## src/rtl/mbus_master_req_gen.sv

```systemverilog
// mbus_master_req_gen
// Master-side request generator for one ISC bus master port. CPU-side
// requests are queued in a small FIFO and issued one at a time. Each command
// is held on the bus until it is acknowledged. After the ack the bus returns
// to NOP for a one-cycle bubble before the next pop.

module mbus_master_req_gen #(
  parameter int unsigned FIFO_DEPTH     = 4,
  parameter int unsigned ADDR_W         = 32,
  parameter int unsigned TIMEOUT_CYCLES = 255
) (
  input  logic                          clk,
  input  logic                          rst,

  // CPU-side request interface
  input  logic                          req_valid_i,
  output logic                          req_ready_o,
  input  logic [2:0]                    req_cmd_i,
  input  logic [ADDR_W-1:0]             req_addr_i,

  // ISC master-side bus interface
  output logic [2:0]                    mbus_cmd_o,
  output logic [ADDR_W-1:0]             mbus_addr_o,
  input  logic                          mbus_ack_i,

  // Status
  output logic                          done_o,
  output logic                          illegal_o,
  output logic                          timeout_o,
  output logic                          busy_o,
  output logic [$clog2(FIFO_DEPTH):0]   fifo_count_o
);

  // Pointer and occupancy widths. The occupancy needs one extra bit so that
  // a full queue can be told apart from an empty one.
  localparam int unsigned PTR_W = $clog2(FIFO_DEPTH);
  localparam int unsigned CNT_W = PTR_W + 1;

  // The timeout counter only needs to reach TIMEOUT_CYCLES. A zero setting
  // turns the check off, but a one-bit counter is still kept so the
  // declarations stay legal.
  localparam int unsigned TMO_W  = (TIMEOUT_CYCLES == 0) ? 1 : $clog2(TIMEOUT_CYCLES + 1);
  localparam bit          TMO_EN = (TIMEOUT_CYCLES != 0);

  localparam logic [TMO_W-1:0] TMO_LIMIT  = TMO_W'(TIMEOUT_CYCLES);
  localparam logic [CNT_W-1:0] FULL_COUNT = CNT_W'(FIFO_DEPTH);
  localparam logic [CNT_W-1:0] CNT_ZERO   = '0;

  // Bus command encodings
  localparam logic [2:0] CMD_NOP      = 3'd0;
  localparam logic [2:0] CMD_RD_BROAD = 3'd4;

  typedef enum logic [1:0] {
    ST_IDLE  = 2'd0,
    ST_ISSUE = 2'd1,
    ST_GAP   = 2'd2
  } state_t;

  typedef struct packed {
    logic [2:0]        cmd;
    logic [ADDR_W-1:0] addr;
  } entry_t;

  // Queue storage. The data itself needs no reset because the pointers and
  // the occupancy decide what is valid.
  entry_t fifo_mem [FIFO_DEPTH];

  // Registered state and outputs
  state_t             state_q,   state_d;
  logic [PTR_W-1:0]   wr_ptr_q,  wr_ptr_d;
  logic [PTR_W-1:0]   rd_ptr_q,  rd_ptr_d;
  logic [CNT_W-1:0]   count_q,   count_d;
  logic               ready_q,   ready_d;
  logic [2:0]         cmd_q,     cmd_d;
  logic [ADDR_W-1:0]  addr_q,    addr_d;
  logic               done_q,    done_d;
  logic               illegal_q, illegal_d;
  logic               timeout_q, timeout_d;
  logic               busy_q,    busy_d;
  logic [TMO_W-1:0]   tmo_cnt_q, tmo_cnt_d;

  // Handshake decode
  logic   cmd_legal;
  logic   accept;
  logic   push;
  logic   pop;
  entry_t head;

  // Decide what happens to the queue this cycle. Illegal commands still
  // complete the handshake but are never written. A pop happens only from
  // IDLE, so the pop and the bus load always occur on the same edge.
  always_comb begin
    cmd_legal = (req_cmd_i != CMD_NOP) && (req_cmd_i <= CMD_RD_BROAD);
    accept    = req_valid_i && ready_q;
    push      = accept && cmd_legal;
    pop       = (state_q == ST_IDLE) && (count_q != CNT_ZERO);
    head      = fifo_mem[rd_ptr_q];
  end

  // Next pointers and occupancy. The pointers wrap naturally because the
  // depth is a power of two. Ready is registered from the next occupancy.
  // Ready was already low when a pop frees a slot from a full queue, so it
  // only rises on the following cycle.
  always_comb begin
    wr_ptr_d  = push ? (wr_ptr_q + PTR_W'(1)) : wr_ptr_q;
    rd_ptr_d  = pop  ? (rd_ptr_q + PTR_W'(1)) : rd_ptr_q;
    count_d   = count_q + CNT_W'(push) - CNT_W'(pop);
    ready_d   = (count_d != FULL_COUNT);
    illegal_d = accept && !cmd_legal;
  end

  // Issue sequencing: load from the queue head in IDLE, then hold the
  // command until the ack. After the ack, drop to NOP with a single GAP
  // bubble. The address is left as it was after the ack. The timeout
  // counter restarts on every ISSUE entry, saturates at its limit, and
  // sets the sticky flag.
  always_comb begin
    state_d   = state_q;
    cmd_d     = cmd_q;
    addr_d    = addr_q;
    done_d    = 1'b0;
    timeout_d = timeout_q;
    tmo_cnt_d = tmo_cnt_q;

    unique case (state_q)
      ST_IDLE: begin
        if (pop) begin
          cmd_d     = head.cmd;
          addr_d    = head.addr;
          tmo_cnt_d = '0;
          state_d   = ST_ISSUE;
        end else begin
          cmd_d = CMD_NOP;
        end
      end

      ST_ISSUE: begin
        if (mbus_ack_i) begin
          cmd_d   = CMD_NOP;
          done_d  = 1'b1;
          state_d = ST_GAP;
        end else if (TMO_EN) begin
          if (tmo_cnt_q != TMO_LIMIT) begin
            tmo_cnt_d = tmo_cnt_q + TMO_W'(1);
          end
          if (tmo_cnt_d == TMO_LIMIT) begin
            timeout_d = 1'b1;
          end
        end
      end

      ST_GAP: begin
        cmd_d   = CMD_NOP;
        state_d = ST_IDLE;
      end

      default: begin
        cmd_d   = CMD_NOP;
        state_d = ST_IDLE;
      end
    endcase

    busy_d = (state_d != ST_IDLE) || (count_d != CNT_ZERO);
  end

  // Queue storage write on an accepted legal request
  always_ff @(posedge clk) begin
    if (push) begin
      fifo_mem[wr_ptr_q] <= '{cmd: req_cmd_i, addr: req_addr_i};
    end
  end

  // State and output registers with synchronous reset. A reset during ISSUE
  // drops the in-flight command silently.
  always_ff @(posedge clk) begin
    if (rst) begin
      state_q   <= ST_IDLE;
      wr_ptr_q  <= '0;
      rd_ptr_q  <= '0;
      count_q   <= '0;
      ready_q   <= 1'b1;
      cmd_q     <= CMD_NOP;
      addr_q    <= '0;
      done_q    <= 1'b0;
      illegal_q <= 1'b0;
      timeout_q <= 1'b0;
      busy_q    <= 1'b0;
      tmo_cnt_q <= '0;
    end else begin
      state_q   <= state_d;
      wr_ptr_q  <= wr_ptr_d;
      rd_ptr_q  <= rd_ptr_d;
      count_q   <= count_d;
      ready_q   <= ready_d;
      cmd_q     <= cmd_d;
      addr_q    <= addr_d;
      done_q    <= done_d;
      illegal_q <= illegal_d;
      timeout_q <= timeout_d;
      busy_q    <= busy_d;
      tmo_cnt_q <= tmo_cnt_d;
    end
  end

  assign req_ready_o  = ready_q;
  assign mbus_cmd_o   = cmd_q;
  assign mbus_addr_o  = addr_q;
  assign done_o       = done_q;
  assign illegal_o    = illegal_q;
  assign timeout_o    = timeout_q;
  assign busy_o       = busy_q;
  assign fifo_count_o = count_q;

endmodule

```

## config.mk

```make
export PLATFORM = sky130hd
export DESIGN_NAME = mbus_master_req_gen
export DESIGN_NICKNAME = d
export VERILOG_FILES = /design/src/rtl/mbus_master_req_gen.sv
export SDC_FILE = /design/constraint.sdc
export NUM_CORES = 1
export LEC_CHECK = 0
export ABC_CLOCK_PERIOD_IN_PS = 2900
export BUFFER_PORTS_ARGS = -buffer_cell sky130_fd_sc_hd__buf_4
export CAP_MARGIN = 0
export CORE_ASPECT_RATIO = 1.75
export CORE_MARGIN = 8
export CORE_UTILIZATION = 40
export CTS_CLUSTER_SIZE = 24
export DETAILED_ROUTE_END_ITERATION = 16
export HOLD_SLACK_MARGIN = 0.03
export PLACE_DENSITY_LB_ADDON = 0.05
export SYNTH_ARGS = -nofsm -noshare
export SYNTH_HDL_FRONTEND = slang
export SYNTH_SLANG_ARGS = --single-unit
```

## constraint.sdc

```tcl
create_clock -name clk -period 2.9 [get_ports clk]
set_input_delay 0 -clock clk [delete_from_list [all_inputs] [get_ports clk]]
set_output_delay 0 -clock clk [all_outputs]
set_load 0.05 [all_outputs]
```

Word-level counts from Yosys, hierarchy flattened
Memories as Yosys holds them, arrays and structs flattened. A register that Yosys moved wholly into a read port is not among the register bits.
Cells that the tools add are included.
- flip-flop bits (word level): 57
- bits in writable memories: 140
- input port bits: 39
- output and inout bits: 43
- word-level logic and storage cells: 62
- memories: 1
- add/subtract/negate cells: 5
- order comparisons: 1
- equal/unequal tests: 7
- mux-type cells: 17
- bitwise logic cells: 2
- reduce and logical (&&, ||, !) cells: 17
- memories (memory ; words ; width ; rd ports ; clocked after Yosys merged registers in ; write ports ; line ; text):
    fifo_mem ; 4 ; 35 ; 1 ; 1 ; 1 ; 66 ; entry_t fifo_mem [FIFO_DEPTH];
- operator list (operator ; number):
    8-bit 2-to-1 mux ; 5
    8-bit case mux with 2 select lines ; 1
    3-bit nonzero test ; 3
    8-bit by 1-bit adder with 8-bit output (second input constant) ; 1
    8-bit == test (second input constant) ; 1
    2-bit 2-to-1 mux ; 4
    8-bit inequality test (second input constant) ; 1
    3-bit 2-to-1 mux ; 2
    2-bit inequality test (second input constant) ; 3
    3-bit case mux with 2 select lines ; 1
    3-bit AND reduction ; 2
    1-bit logical AND ; 5
    2-bit by 1-bit adder with 2-bit output (second input constant) ; 2
    2-bit case mux with 2 select lines ; 1
    2-bit nonzero test ; 2
    3-bit by 1-bit adder with 3-bit output ; 1
    3-bit <= comparator (second input constant) ; 1
    1-bit 2-to-1 mux ; 3
    3-bit inequality test (second input constant) ; 1
    3-bit by 1-bit subtractor with 3-bit output ; 1
    2-bit by 1-bit == test with 1-bit output (second input constant) ; 1
    2-bit zero test ; 1
    1-bit inverter ; 2
    2-bit AND reduction ; 1
    other kinds (3) ; 3

Logic depth before layout (Yosys ltp)
- depth after elaboration: 7
- mapped depth: 12
- gate-level depth less buffers: 11

Worst setup path after synthesis
OpenSTA, ideal clock, no wires.
- path kind: flip-flop to flip-flop
- start: register count_q[1], in the netlist fifo_count_o[1]
- end: register ready_q, in the netlist req_ready_o
- arrival time: 2.566 ns
- data required time: 2.783 ns
- path slack: 0.217 ns
- cell stages (with the launch flop): 13
- path buffers: 2
- period minus slack after synthesis: 2.683 ns
- cells stage by stage: dfxtp_1 > nor3_1 > or3_1 > buf_2 > buf_2 > nand2_1 > nand2_1 > ha_1 > fa_1 > xnor2_1 > xnor2_1 > nor2_1 > nand2_1
- cells in the longest elaborated chain, start to end: 4
- elaborated cells between the ends (all ways): 5
- ends and longest elaborated chain (element ; line ; text):
    from (decl) ; 72 ; logic [CNT_W-1:0] count_q, count_d;
    from (signal assigned) ; 193 ; count_q <= count_d;
    parallel branches: the longest is 2 deep, another holds 3-bit by 1-bit adder with 3-bit output ; - ;
    3-bit by 1-bit subtractor with 3-bit output (*) ; 107 ; count_d = count_q + CNT_W'(push) - CNT_W'(pop);
    3-bit inequality test (*) ; 108 ; ready_d = (count_d != FULL_COUNT);
    to (signal assigned) ; 194 ; ready_q <= ready_d;
    to (decl) ; 73 ; logic ready_q, ready_d;
Mark *: on every way between the ends.
A chain may end at the register's enable or synchronous reset.

Worst setup path after layout
- start: input req_cmd_i[1]
- end: register busy_q, in the netlist busy_o
- cells in the longest elaborated chain, start to end: 7
- elaborated cells between the ends (all ways): 8
- ends and longest elaborated chain (element ; line ; text):
    from (decl) ; 18 ; input logic [2:0] req_cmd_i,
    3-bit <= comparator / 3-bit nonzero test (equally long branches) ; 93 ; cmd_legal = (req_cmd_i != CMD_NOP) && (req_cmd_i <= CMD_RD_BROAD);
    1-bit logical AND (*) ; 93 ;
    1-bit logical AND (*) ; 95 ; push = accept && cmd_legal;
    3-bit by 1-bit adder with 3-bit output (*) ; 107 ;
    3-bit by 1-bit subtractor with 3-bit output (*) ; 107 ;
    3-bit nonzero test (*) ; 163 ; busy_d = (state_d != ST_IDLE) || (count_d != CNT_ZERO);
    1-bit logical OR (*) ; 163 ;
    to (signal assigned) ; 200 ; busy_q <= busy_d;
    to (decl) ; 79 ; logic busy_q, busy_d;
Mark *: on every way between the ends. The rest lies on a longest branch, timed or not.

==> flow_metrics.py <==
metrics = {
    "outcome": {
        "run_status": "finished clean",
    },
    "worst_setup_path": {
        "arrival_ns": 2.69,
        "r2r_cells": 9,
        "r2r-end": "busy_o",
        "regToRegStartpoint": "fifo_count_o[1]",
        "cp.required_ns": 3.18,
        "path_max_fanout": 8,
        "crit_path_start_kind": "input pin",
        "reg2reg_slack_ns": 0.61,
        "path_class": "in2reg",
        "crit_path_end_kind": "register",
    },
    "clocking": {
        "cts.path.max_buffers": 2,
        "clkTransAtPathRegs_ns": 0.08,
        "clock-sinks": 199,
        "root_buffer": "clkbuf_16",
        "cts_tree": "yes",
        "clk_latency_ns": 0.43,
        "cts_made_buffers": 17,
        "post_cts_buffers": 0,
        "ctsHtreeMaxLevel": 4,
    },
    "cells_and_area": {
        "nNetsFinal": 636,
        "layout_commonest_cell": "edfxtp_1",
        "utilization": 0.504,
        "antennaDiodeCount": 0,
        "drive_gt1_frac": 0.280,
        "area_growth_pct": 24.9,
        "layout_common_cells": "edfxtp_1 (140), buf_4 (90), nand2_1 (75)",
    },
    "detailed_routing": {
        "drtIter0Drc": 242,
        "totalWireLength_um": 15500,
        "drc": 0,
        "wl_per_cell_um": 18.4,
        "route.vias.total": 4246,
        "drtAntennaViolNets": 0,
        "viasPerCell": 5.05,
        "first_pass_iters": 4,
    },
    "floorplanning": {
        "num_rows": 66,
        "core_area_um2": 18300,
        "die_area_um2": 23300,
        "initial_utilization": 0.403,
        "io_pins": 82,
        "fp.dieW_um": 119,
        "die_h_um": 196,
    },
    "hold_path": {
        "holdPathEnd": "tmo_cnt_q[0]",
        "min_from": "rst",
        "holdPathStages": 2,
        "hold_class": "in2reg",
    },
    "synth": {
        "seq_area_frac_synth": 0.728,
        "syn_inst": 468,
        "async_reset_ff_frac": 0,
        "synth_ff_type": "edfxtp_1",
        "synth_area_um2": 7400,
        "synth_edf_count": 140,
        "synth_nets": 514,
        "yosysUniqueCellTypes": 40,
        "ys_warn_count": 0,
        "synth_area_per_cell_um2": 15.8,
        "ys_ff_latch": 199,
    },
    "run": {
        "drv_cap": 0,
    },
    "placement": {
        "hpwl_um": 9600,
        "io_buffers": 81,
        "gp_congestion": 0.711,
    },
    "sta": {
        "rsz0062_at_grt": "false",
        "drv_slew": 0,
        "clock_skew_ns": 0.0131,
        "fmax_ghz": 0.416,
        "worst_pin_slew_ns": 0.671,
        "hold_viol": 0,
        "fin_setup_tns_ns": 0,
        "max_slew_margin": 0.553,
        "period_share": 0.829,
        "min_period_ns": 2.40,
        "setup_violations": 0,
    },
    "power": {
        "powerDensity_nw_per_um2": 919,
        "vdd_drop_max_mv": 0.591,
        "p_leak_uw": 0.00323,
    },
    "global_route": {
        "grt_overflow": 0,
        "grt_pass1_vias": 4539,
        "antenna_found_initial": 0,
        "grt_pass1_wl_um": 24800,
        "globalRouteTotalUtil": 0.139,
        "grt_start_max_net_pins": 59,
    },
}
per-layer routing:
metal / global-route usage / vias to the layer above / wire, um
met1: 0.151 / 2162 / 6280
met2: 0.254 / 74 / 8450
met3: 0.0354 / 15 / 481
met4: 0.0532 / 0 / 253
met5: 0 / - / 0
li1: - / 1995 / -
registers in the layout (all words and copies together) (netlist names), named ones only:
name          cells
tmo_cnt_q         8
fifo_count_o      3
done_o            1
busy_o            1
mbus_addr_o      32
mbus_cmd_o        3
illegal_o         1
timeout_o         1
rd_ptr_q          2
req_ready_o       1
fifo_mem        140
state_q           2
wr_ptr_q          2
worst max-delay path by stage:
stage | cells past startpoint | end | slack (ns) | from
after detailed placement | 11 | busy_o | 0.55 | req_cmd_i[1]
after floorplan | 12 | req_ready_o | 0.22 | fifo_count_o[1]
after CTS | 12 | busy_o | 0.46 | req_cmd_i[1]
after global placement | 11 | busy_o | 0.60 | req_cmd_i[1]
after global routing | 12 | busy_o | 0.31 | req_cmd_i[1]
final | 12 | busy_o | 0.50 | req_cmd_i[1]
worst max-delay path, stage by stage:
cell           delay [ns]
dlygate4sd3_1        0.53
buf_4                0.15
nor2_1               0.15
xnor2_1              0.19
and3_1               0.36
nand2b_1             0.19
nand2_1              0.07
ha_1                 0.19
fa_1                 0.38
xnor2_1              0.18
xnor2_1              0.17
a41oi_1              0.14
synth_stat cells, drive strengths merged (3+ instances only):
cell type / number / share of area
o21ai: 6 / 0.0041
a22oi: 4 / 0.0041
buf: 15 / 0.010
clkbuf: 10 / 0.0052
nor3: 9 / 0.0074
and2: 4 / 0.0034
nand2: 75 / 0.038
xnor2: 6 / 0.0071
dfxtp: 59 / 0.16
nor2b: 4 / 0.0034
nand3: 3 / 0.0020
ha: 6 / 0.010
inv: 5 / 0.0025
a21oi: 37 / 0.025
nor2: 23 / 0.012
edfxtp: 140 / 0.57
mux4: 35 / 0.11
mux2i: 3 / 0.0041
where the power goes:
group	switching [uW]	leakage (uW)	total [uW]	internal (uW)
registers	199	0.00176	3570	3370
logic	1710	0.00119	2660	945
clock network	1100	0.000281	2260	1160
total	3010	0.00323	8490	5480
final cells by class:
cell class	instances	area, um2
Timing Repair Buffer	128	1070
Multi-Input combinational cell	239	1890
Inverter	5	18.8
Clock inverter	14	141
Fill cell	1579	9090
Sequential cell	199	5390
Clock buffer	18	439
Tap cell	238	298
through the flow:
stage	setup slack (ns)	hold slack [ns]	area [um2]	power, uW	cells
2_1_floorplan	0.217	0.0989	7400	5490	468
3_3_place_gp	0.599	0.202	8290	6300	772
3_5_place_dp	0.552	0.209	8290	6330	772
4_1_cts	0.459	0.0774	9240	8650	841
5_1_grt	0.313	0.0962	9240	8940	841
6_report	0.496	0.0831	9240	8490	841
logic make-up after synthesis:
group           count (synthesis)  synth area share
xor+xnor                        8           0.00947
buf+inv                        30            0.0183
mux                            38             0.111
fa+ha+maj                       7            0.0129
flops                         199             0.728
simple gates                  131            0.0788
compound gates                 55            0.0420
what timing repair did:
action / 4_1_cts / 5_1_grt
endpoints found under the hold margin: 146 / 0
gates resized for setup: 0 / 0
hold buffers: 37 / 0
(Power assumes the default switching activity.)
